**src/rtl/video_stream_pkg.sv**
```systemverilog
// video_stream_pkg: shared stream tag type, default raster size and test-pattern colours
package video_stream_pkg;
   typedef struct packed {
      logic valid;
      logic sop;
      logic eop;
   } pix_tag_t;
   localparam int DEF_H_RES = 320;
   localparam int DEF_V_RES = 240;
   // RGB10 colour bars {R,G,B}, index 0 is the leftmost bar
   localparam logic [7:0][29:0] CBAR_RGB10 = {
      30'h00000000, 30'h000003FF, 30'h3FF00000, 30'h3FF003FF,
      30'h000FFC00, 30'h000FFFFF, 30'h3FFFFC00, 30'h3FFFFFFF
   };
   // Synthetic pixel: 1 = colour bars, 2 = column ramp, 3 = 16x16 checkerboard
   function automatic logic [29:0] tp_pixel(input logic [1:0] sel, input int col, input int row, input int h_res);
      int bar;
      bar = (col * 8) / h_res;
      tp_pixel = sel == 2'd1 ? CBAR_RGB10[bar[2:0]] :
                 sel == 2'd2 ? 30'(col) :
                 ((col ^ row) & 16) != 0 ? '1 : '0;
   endfunction
endpackage

```
**src/rtl/stream_skid_fifo.sv**
```systemverilog
// stream_skid_fifo: small register FIFO that holds already-issued reads while the sink stalls
module stream_skid_fifo #(
   parameter int W = 32,
   parameter int D = 3
) (
   input  logic                     clk,
   input  logic                     reset,
   input  logic                     flush,
   input  logic                     push,
   input  logic                     pop,
   input  logic [W-1:0]             push_data,
   output logic [W-1:0]             head_data,
   output logic [$clog2(D+1)-1:0]   count
);
   localparam int CW = $clog2(D + 1);
   localparam int PW = D > 1 ? $clog2(D) : 1;
   logic [W-1:0] mem [D];
   logic [PW-1:0] wr_ptr, rd_ptr;
   logic do_push, do_pop;
   function automatic logic [PW-1:0] nxt(input logic [PW-1:0] p);
      return p == PW'(D - 1) ? '0 : p + 1'b1;
   endfunction
   assign do_pop = pop && count != '0;
   assign do_push = push && (count != CW'(D) || do_pop);
   assign head_data = mem[rd_ptr];
   // Storage needs no reset: the head is only looked at while count is non-zero
   always_ff @(posedge clk)
      if (do_push && !flush) mem[wr_ptr] <= push_data;
   // Pointers and occupancy; flush empties the FIFO and drops a same-cycle push
   always_ff @(posedge clk or posedge reset)
      if (reset) begin
         wr_ptr <= '0;
         rd_ptr <= '0;
         count <= '0;
      end else if (flush) begin
         wr_ptr <= '0;
         rd_ptr <= '0;
         count <= '0;
      end else begin
         if (do_push) wr_ptr <= nxt(wr_ptr);
         if (do_pop) rd_ptr <= nxt(rd_ptr);
         count <= count + CW'(do_push) - CW'(do_pop);
      end
endmodule

```
**src/rtl/frame_stream_gen.sv**
```systemverilog
// frame_stream_gen: raster reader turning a fixed-latency frame buffer into an Avalon-ST video packet stream
// Build macro FSG_TEST_PATTERN_EN adds tp_sel and synthetic test patterns in place of buffer data.
module frame_stream_gen
   import video_stream_pkg::*;
#(
   parameter int H_RES  = DEF_H_RES,
   parameter int V_RES  = DEF_V_RES,
   parameter int DATA_W = 30,
   parameter int ADDR_W = 17,
   parameter int RD_LAT = 1,
   parameter int FIFO_D = RD_LAT + 2
) (
`ifdef FSG_TEST_PATTERN_EN
   input  logic [1:0]        tp_sel,
`endif
   input  logic              clk,
   input  logic              reset,
   input  logic              enable,
   input  logic              restart,
   output logic [ADDR_W-1:0] rd_addr,
   input  logic [DATA_W-1:0] rd_data,
   output logic [DATA_W-1:0] out_data,
   output logic              out_valid,
   input  logic              out_ready,
   output logic              out_sop,
   output logic              out_eop,
   output logic [15:0]       frame_count,
   output logic              busy
);
   localparam int CW  = H_RES > 1 ? $clog2(H_RES) : 1;
   localparam int RW  = V_RES > 1 ? $clog2(V_RES) : 1;
   localparam int FCW = $clog2(FIFO_D + 1);
   localparam int FW  = DATA_W + 2;
   typedef enum logic {IDLE, RUN} state_t;
   state_t state;
   logic [CW-1:0] col;
   logic [RW-1:0] row;
   pix_tag_t tag_pipe [RD_LAT];
   logic [FCW-1:0] fifo_count;
   logic [FW-1:0] head;
   logic [DATA_W-1:0] cap_data;
   logic issue, last, xfer;
   int inflight;
   // Reads already issued but not yet captured, reserved against FIFO space
   always_comb begin
      inflight = 0;
      for (int i = 0; i < RD_LAT; i++) inflight += int'(tag_pipe[i].valid);
   end
   assign last = col == CW'(H_RES - 1) && row == RW'(V_RES - 1);
   assign issue = state == RUN && !restart && int'(fifo_count) + inflight < FIFO_D;
   assign out_valid = fifo_count != '0;
   assign xfer = out_valid && out_ready;
   assign out_data = out_valid ? head[DATA_W-1:0] : '0;
   assign out_sop = out_valid && head[DATA_W+1];
   assign out_eop = out_valid && head[DATA_W];
   assign busy = state == RUN || inflight != 0 || out_valid;
   // Raster walk, run/idle control, frame counting and the tag pipe that tracks each read
   always_ff @(posedge clk or posedge reset)
      if (reset) begin
         state <= IDLE;
         col <= '0;
         row <= '0;
         rd_addr <= '0;
         frame_count <= '0;
         for (int i = 0; i < RD_LAT; i++) tag_pipe[i] <= '0;
      end else begin
         if (xfer && out_eop) frame_count <= frame_count + 1'b1;
         if (restart) begin
            state <= enable ? RUN : IDLE;
            col <= '0;
            row <= '0;
            rd_addr <= '0;
         end else begin
            if (state == IDLE && enable) state <= RUN;
            if (issue) begin
               col <= col == CW'(H_RES - 1) ? '0 : col + 1'b1;
               row <= col != CW'(H_RES - 1) ? row : row == RW'(V_RES - 1) ? '0 : row + 1'b1;
               rd_addr <= last ? '0 : rd_addr + 1'b1;
               if (last && !enable) state <= IDLE;
            end
         end
         tag_pipe[0].valid <= issue;
         tag_pipe[0].sop <= issue && col == '0 && row == '0;
         tag_pipe[0].eop <= issue && last;
         for (int i = 1; i < RD_LAT; i++) tag_pipe[i] <= restart ? '0 : tag_pipe[i-1];
      end
`ifdef FSG_TEST_PATTERN_EN
   logic [DATA_W:0] pat_pipe [RD_LAT];
   // Synthetic pixel chosen at issue so it lands with the read it replaces
   always_ff @(posedge clk or posedge reset)
      if (reset) begin
         for (int i = 0; i < RD_LAT; i++) pat_pipe[i] <= '0;
      end else begin
         pat_pipe[0] <= {tp_sel != 2'd0, DATA_W'(tp_pixel(tp_sel, int'(col), int'(row), H_RES))};
         for (int i = 1; i < RD_LAT; i++) pat_pipe[i] <= pat_pipe[i-1];
      end
   assign cap_data = pat_pipe[RD_LAT-1][DATA_W] ? pat_pipe[RD_LAT-1][DATA_W-1:0] : rd_data;
`else
   assign cap_data = rd_data;
`endif
   stream_skid_fifo #(.W(FW), .D(FIFO_D)) u_fifo (
      .clk       (clk),
      .reset     (reset),
      .flush     (restart),
      .push      (tag_pipe[RD_LAT-1].valid),
      .pop       (xfer),
      .push_data ({tag_pipe[RD_LAT-1].sop, tag_pipe[RD_LAT-1].eop, cap_data}),
      .head_data (head),
      .count     (fifo_count)
   );
endmodule

```
**config.mk**
```make
export PLATFORM = sky130hd
export DESIGN_NAME = frame_stream_gen
export DESIGN_NICKNAME = d
export VERILOG_FILES = /design/src/rtl/video_stream_pkg.sv /design/src/rtl/stream_skid_fifo.sv /design/src/rtl/frame_stream_gen.sv
export SDC_FILE = /design/constraint.sdc
export NUM_CORES = 1
export LEC_CHECK = 0
export BUFFER_PORTS_ARGS = -buffer_cell sky130_fd_sc_hd__buf_2
export CAP_MARGIN = 20
export CORE_MARGIN = 2
export CORE_UTILIZATION = 41
export CTS_BUF_LIST = sky130_fd_sc_hd__clkbuf_2
export CTS_CLUSTER_DIAMETER = 120
export DETAILED_ROUTE_END_ITERATION = 10
export PLACE_DENSITY_LB_ADDON = 0.05
export SLEW_MARGIN = 0
export SYNTH_ARGS = -nofsm -noshare
export SYNTH_HDL_FRONTEND = slang
export SYNTH_SLANG_ARGS = --single-unit
```
**constraint.sdc**
```tcl
create_clock -name clk -period 10.7 [get_ports clk]
set_input_delay 2.14 -clock clk [delete_from_list [all_inputs] [get_ports clk]]
set_output_delay 2.14 -clock clk [all_outputs]
set_load 0.05 [all_outputs]
```
==> impl_results.md, run 1 <==
* Max-cap viol count at 0
* DR top layer: met4
* Largest net degree at the start of global routing at 68
* Post-synth EDFFs at 96
* CP Launch Type: register
* Synth Register Bits at 156
* Final-report hold violation count at 0
* Max Fclk at 204.3 MHz
* Post-CTS Hold Buffers at 0
* Share of layout cells above drive strength 1 at 22.45%
* Multi-input logic area at 2380 um2
* Crit path max fanout at 35
* Die Y at 133.9 um
* Sw Ratio at 42.30%
* Clk pwr share at 21.0%
* Remaining Overflow, GRT at 0
* Detail Route Antenna Nets at 0
* Final setup vio count at 0
* Reg2reg start: u_fifo.count[0]
* Post-Route M1 WL at 6714 um
* Initial core utilization at 41.86%
* Drt pass-1 iters at 5
* Worst VDD drop at 98.43 uV
* Static Leak at 3.164 nW
* Initial antenna violation count at 3
* Clock-pin slew on the worst setup and hold paths at 0.22 ns
* Site Rows at 47
* Hold/Removal Path Class: reg2reg
* I/O pins at 102
* Element type at the critical path end: primary output
* Clock latency on the worst-skew pair at 0.71 ns
* Global router's overall resource usage at 17.15%
* Yosys warns at 0
* Via-to-Cell Ratio at 5.239
* Unique cell type count in the Yosys netlist at 45
* Hold Path Origin: frame_count[15]
* Worst R2R Setup Slack at 7.98 ns
* Mean Syn Cell Area at 11.97 um2
* Post-synth ARST share at 38.46%
* CTS Buffer Depth at 2
* Total negative setup slack at 0 ns
* CTS resizes at 0
* H-tree depth at 4
* Int Power at 0.9563 mW
* RR Endpoint: row[6]
* PwrDens at 208.0 nW/um2
* Clock buffer count from CTS at 17
* Die X at 133.9 um
* Final wirelength at 14980 um
* PortBufs at 101
* Routed via count at 4809
* Fin. max-slew vios at 0
* Post-Route Skew at 0.02915 ns
* Final Cycle Share at 45.74%
* Status: finished clean
* Root Driver: clkbuf_2
* GPL Wtd Cong at 0.7889
* 1st-iter DRT viols at 233
* Rel. slew slack at 27.85%
* Layout area overhead at 15.20%
* Worst-Margin Slew at 1.082 ns
* DRC viols at 0
* Avg WL per Cell at 16.31 um
* Clock Sinks at 156
* DR WL met3 at 771 um
* Core area at 16520 um2
* First-pass GRT wire length at 23930 um
* Routed met2 length at 7365 um
* Hold-critical path endpoint: frame_count[15]
* Post-Synthesis Cells at 578
* Psw at 0.7010 mW
* Fillers at 1511
* Post-synth top flop: edfxtp_1
* Post-layout min period at 4.894 ns
* Register area share after synthesis at 63.39%
* Worst Path Required at 8.56 ns
* Crit path kind: reg2out
* Nets at 727
* Sequential fraction of design power at 43.7%
* Postcts setup bufs at 0
* Comb pwr share at 35.3%
* Post-Synthesis Cell Area at 6917 um2
* Worst EP arrival at 2.75 ns
* HPWL Detailed at 9434 um
* Reg area at 4387 um2
* Syn_nets at 623
* Worst Hold Depth at 1
* Pwr Total at 1.657 mW
* Vias in the first global route at 4624
* CTS tree: yes
* Die footprint at 17930 um2
* RSZ-0062 raised after global routing: false
* R2R cell count at 6
[cell usage after synthesis (2+ instances only)]
library cell | number | area share (%)
clkbuf_1 | 17 | 0.92
and3_1 | 5 | 0.45
o211ai_1 | 7 | 0.76
inv_1 | 17 | 0.92
nand4_1 | 15 | 1.4
nand2b_1 | 5 | 0.45
o21ai_0 | 13 | 0.94
or4_1 | 20 | 2.2
buf_1 | 3 | 0.16
nand2_1 | 23 | 1.2
dfrtp_1 | 60 | 22
nor3b_1 | 2 | 0.22
ha_1 | 10 | 1.8
nor3_1 | 7 | 0.51
a21o_1 | 2 | 0.22
xor2_1 | 7 | 0.89
a21oi_1 | 67 | 4.8
and2_1 | 2 | 0.18
xnor2_1 | 13 | 1.6
nor4_1 | 6 | 0.54
edfxtp_1 | 96 | 42
buf_2 | 4 | 0.29
o31ai_1 | 15 | 1.6
or3_1 | 9 | 0.81
nor2_1 | 79 | 4.3
mux2i_1 | 33 | 4.8
nand3_1 | 14 | 1.0
nor2b_1 | 3 | 0.27
nor4b_1 | 2 | 0.25
and4_1 | 7 | 0.89
[stage by stage]
stage | instances | area [um2] | hold slack, ns | setup WS (ns) | util, %
6_report | 918 | 7968 | 0.4831 | 5.806 | 48.22
5_1_grt | 916 | 7963 | 0.4991 | 5.531 | 48.19
4_1_cts | 914 | 7940 | 0.4844 | 5.648 | 48.05
3_5_place_dp | 882 | 7679 | 0.4540 | 6.511 | 46.47
3_3_place_gp | 882 | 7679 | 0.4445 | 6.511 | 46.47
2_1_floorplan | 578 | 6917 | 0.4375 | 4.426 | -
[placed cells by master (no fill, tap or decap), types with 3 or more instances in the layout]
master / count
mux2i_1: 33
diode_2: 3
nor2b_1: 3
bufinv_16: 3
nor4_1: 5
a21oi_1: 66
inv_6: 3
nand2_1: 23
nand4_1: 15
and4_1: 7
ha_1: 10
and3_1: 5
xor2_1: 7
nor3_1: 7
o211ai_1: 7
o31ai_1: 15
clkbuf_2: 19
nand3_1: 14
xnor2_1: 13
clkinvlp_4: 3
nand2b_1: 5
edfxtp_1: 96
buf_4: 9
nor2_1: 78
or4_1: 20
o21ai_0: 13
or3_1: 9
buf_2: 101
dfrtp_1: 58
inv_1: 16
[area by class of cell]
class	instances	share of cell area, %
flip-flops and latches	156	55.06
clock buffers	19	1.193
clock inverters	13	2.089
diodes	3	0.09422
multi-input cells	379	29.87
repair buffers	111	7.443
inverters	17	0.8009
well taps	220	3.455
[cells by family after synthesis]
logic type / share of synthesized area [%]
AOI/OAI and AO/OA: 9.352
xor gates and xnor gates: 2.533
adders and majority gates: 1.809
buffers and inverters: 2.569
DFF: 63.39
muxes: 4.939
and+or+nand+nor: 15.41
[worst max path at each step]
| stage | cells past startpoint | from | slack [ns] | to |
|---|---|---|---|---|
| global placement | 4 | u_fifo.rd_ptr[0] | 6.51 | out_eop |
| CTS | 4 | u_fifo.rd_ptr[0] | 5.65 | out_eop |
| floorplan | 2 | restart | 4.43 | u_fifo.mem[1][0] |
| global route | 4 | u_fifo.rd_ptr[0] | 5.53 | out_eop |
| finish | 4 | u_fifo.rd_ptr[0] | 5.81 | out_eop |
| detailed placement | 4 | u_fifo.rd_ptr[0] | 6.51 | out_eop |
[worst max-delay path: stages (launching register included)]
cell and delay [ns]:
dfrtp_2 1.13, mux2i_1 0.28, a21o_1 0.26, nor2_1 0.10, buf_2 0.28
[power by group through the flow]
stage,combinational (mW),clock (mW),sequential [mW]
after floorplan,0.434,0,0.741
after global placement,0.580,0,0.741
after detailed placement,0.586,0,0.742
after CTS,0.587,0.362,0.729
after global routing,0.625,0.389,0.732
final,0.584,0.349,0.724
[state kept, by name, summed over array words and instances (netlist names)]
signal and cells:
u_fifo.mem 96, rd_addr 17, frame_count 16, col 9, row 8, tag_pipe 3, u_fifo.count 2, u_fifo.rd_ptr 2
u_fifo.wr_ptr 2, state 1
[per-layer routing]
metal,track usage (%),up-vias
met2,27.75,104
met5,0,-
li1,-,2369
met1,22.57,2328
met3,4.800,8
met4,5.260,0
Note: power is estimated with default switching activity, not from simulation.
==> run 2: changes to the inputs <==
Clock period 10.7 ns to 4.4 ns, I/O delays scaled along.
==> impl_results.md, run 2 (synthesized netlist as in run 1, its figures left out) <==
* Inst Count DP at 883 (+0.11%)
* Share of layout cells above drive strength 1 at 22.19% (-0.26 points)
* Remaining Overflow, GRT at 0 (unchanged)
* Reg with most FFs: u_fifo.mem
* HPWL Detailed at 9661 um (+2.4%)
* Non-Filler Instances at 915 (-0.33%)
* 1st-iter DRT viols at 242 (+3.9%)
* Initial antenna violation count at 1 (-2)
* Post-layout min period at 3.511 ns
* Die Y at 133.9 um (unchanged)
* Die X at 133.9 um (unchanged)
* Layout area overhead at 14.63%
* Crit path max fanout at 28 (-20%)
* Vias in the first global route at 4781 (+3.4%)
* Post-Route Skew at 0.02861 ns (-0.0005402 ns)
* CTS tree: yes
* Global router's overall resource usage at 16.90% (-0.25 points)
* Most common cell after layout, fill and taps aside: buf_2
* Clock-pin slew on the worst setup and hold paths at 0.19 ns (-0.03 ns)
* Avg WL per Cell at 16.16 um (-0.91%)
* PortBufs at 101 (unchanged)
* Root Driver: clkbuf_2
* DP Area at 7695 um2 (+0.21%)
* Crit path kind: reg2out
* Post-Route M1 WL at 6547 um (-2.5%)
* Post-CTS Hold Buffers at 0 (unchanged)
* CP Launch Type: register
* Initial core utilization at 41.86% (unchanged)
* Final wirelength at 14790 um (-1.2%)
* Worst-Margin Slew at 0.8210 ns (-0.2612 ns)
* Fillers at 1553 (+2.8%)
* Static Leak at 3.162 nW (about the same)
* Nets at 727 (unchanged)
* Largest net degree at the start of global routing at 46 (-32%)
* Worst EP arrival at 2.63 ns (-0.12 ns)
* Detail Route Antenna Nets at 0 (unchanged)
* CTS Buffer Depth at 2 (unchanged)
* Max Fclk at 284.8 MHz
* Worst Path Required at 3.52 ns (-5.04 ns)
* Clock latency on the worst-skew pair at 0.67 ns (-0.04 ns)
* RSZ-0062 raised after global routing: false
* DRC viols at 0 (unchanged)
* Final-report hold violation count at 0 (unchanged)
* Pre-CTS WS at 1.536 ns (-4.975 ns)
* Cell area after layout at 7929 um2 (-0.49%)
* First-pass GRT wire length at 24030 um (+0.40%)
* Clock buffer count from CTS at 17 (unchanged)
* Commonest non-fill, non-tap cells in the layout: buf_2, edfxtp_1, nor2_1, a21oi_1, dfrtp_1
* H-tree depth at 4 (unchanged)
* Drt pass-1 iters at 4 (-1)
* Final setup vio count at 0 (unchanged)
* GPL Wtd Cong at 0.7776 (-1.4%)
* Final Cycle Share at 79.80%
* Rel. slew slack at 45.27% (+17 points)
* Routed via count at 4895 (+1.8%)
* Routed met2 length at 7344 um (-0.29%)
* Site Rows at 47 (unchanged)
* Die footprint at 17930 um2 (unchanged)
* Fin. max-slew vios at 0 (unchanged)
* Worst VDD drop at 245.6 uV (+150%)
* Element type at the critical path end: primary output
* Via-to-Cell Ratio at 5.350 (+2.1%)
* PwrDens at 498.7 nW/um2 (+140%)
* CTS resizes at 0 (unchanged)
* Final core occ at 47.98% (-0.23 points)
* DR WL met3 at 718 um (-6.9%)
* Core area at 16520 um2 (unchanged)
* WHS at 0.2017 ns (-0.2813 ns)
* Largest regs: u_fifo.mem: 96 flops, rd_addr: 17 flops, frame_count: 16 flops
* Pwr Total at 3.954 mW (+140%)
* Status: finished clean
* Hold/Removal Path Class: in2async
* Final worst slack at 0.8888 ns (-4.917 ns)
* Postcts setup bufs at 0 (unchanged)
* Total negative setup slack at 0 ns (unchanged)
* Max-cap viol count at 0 (unchanged)
* DR top layer: met4
* Clock Sinks at 156 (unchanged)
* Max reg flops at 96 (unchanged)
* I/O pins at 102 (unchanged)
[run 2: changes by cell type in the layout (fill, tap and decap cells not counted), sizes merged]
cell | before | now
diode | 3 | 1
clkinvlp | 3 | 1
clkbuf | 19 | 22
inv | 20 | 17
clkinv | 4 | 5
[run 2: cell type report]
| class | count | area [um2] | share of cell area, % |
|---|---|---|---|
| sequential | 156 | 4387 | 55.33 |
| multi-input combinational | 379 | 2389 | 30.12 |
| timing repair buffer | 111 | 580.6 | 7.322 |
| tap | 220 | 275.3 | 3.472 |
| clock inverter | 9 | 121.4 | 1.531 |
| clock buffer | 22 | 110.1 | 1.389 |
| inverter | 17 | 63.81 | 0.8048 |
| antenna | 1 | 2.502 | 0.03156 |
[run 2: path summary, 6_finish.rpt]
check,start,to,slack [ns],cells past startpoint
worst max-delay path,u_fifo.rd_ptr[0],out_data[8],0.89,6
worst min-delay path,reset,frame_count[6],0.20,2
worst max register to register,u_fifo.count[0],row[6],1.70,6
worst min register to register,frame_count[15],frame_count[15],0.49,1
max in group asynchronous,reset,col[4],3.30,3
min in group clk,rd_data[6],u_fifo.mem[2][6],0.39,1
[run 2: metal layers]
| layer | track usage, % | vias to the layer above |
|---|---|---|
| met5 | 0 | - |
| met2 | 28.83 | 101 |
| met3 | 4.573 | 13 |
| met1 | 20.94 | 2419 |
| li1 | - | 2362 |
| met4 | 5.437 | 0 |
[run 2: critical path, stage by stage (launching register included)]
cell and delay, ns:
dfrtp_2 0.93, buf_4 0.33, mux2i_1 0.20, nor2_1 0.06
a21oi_1 0.16, nor2_1 0.05, buf_2 0.22
[run 2: report_power, final]
part | switching [mW] | total [mW] | internal (mW)
registers | 0.115 | 1.76 | 1.64
clock network | 0.462 | 0.781 | 0.319
logic | 1.06 | 1.41 | 0.353
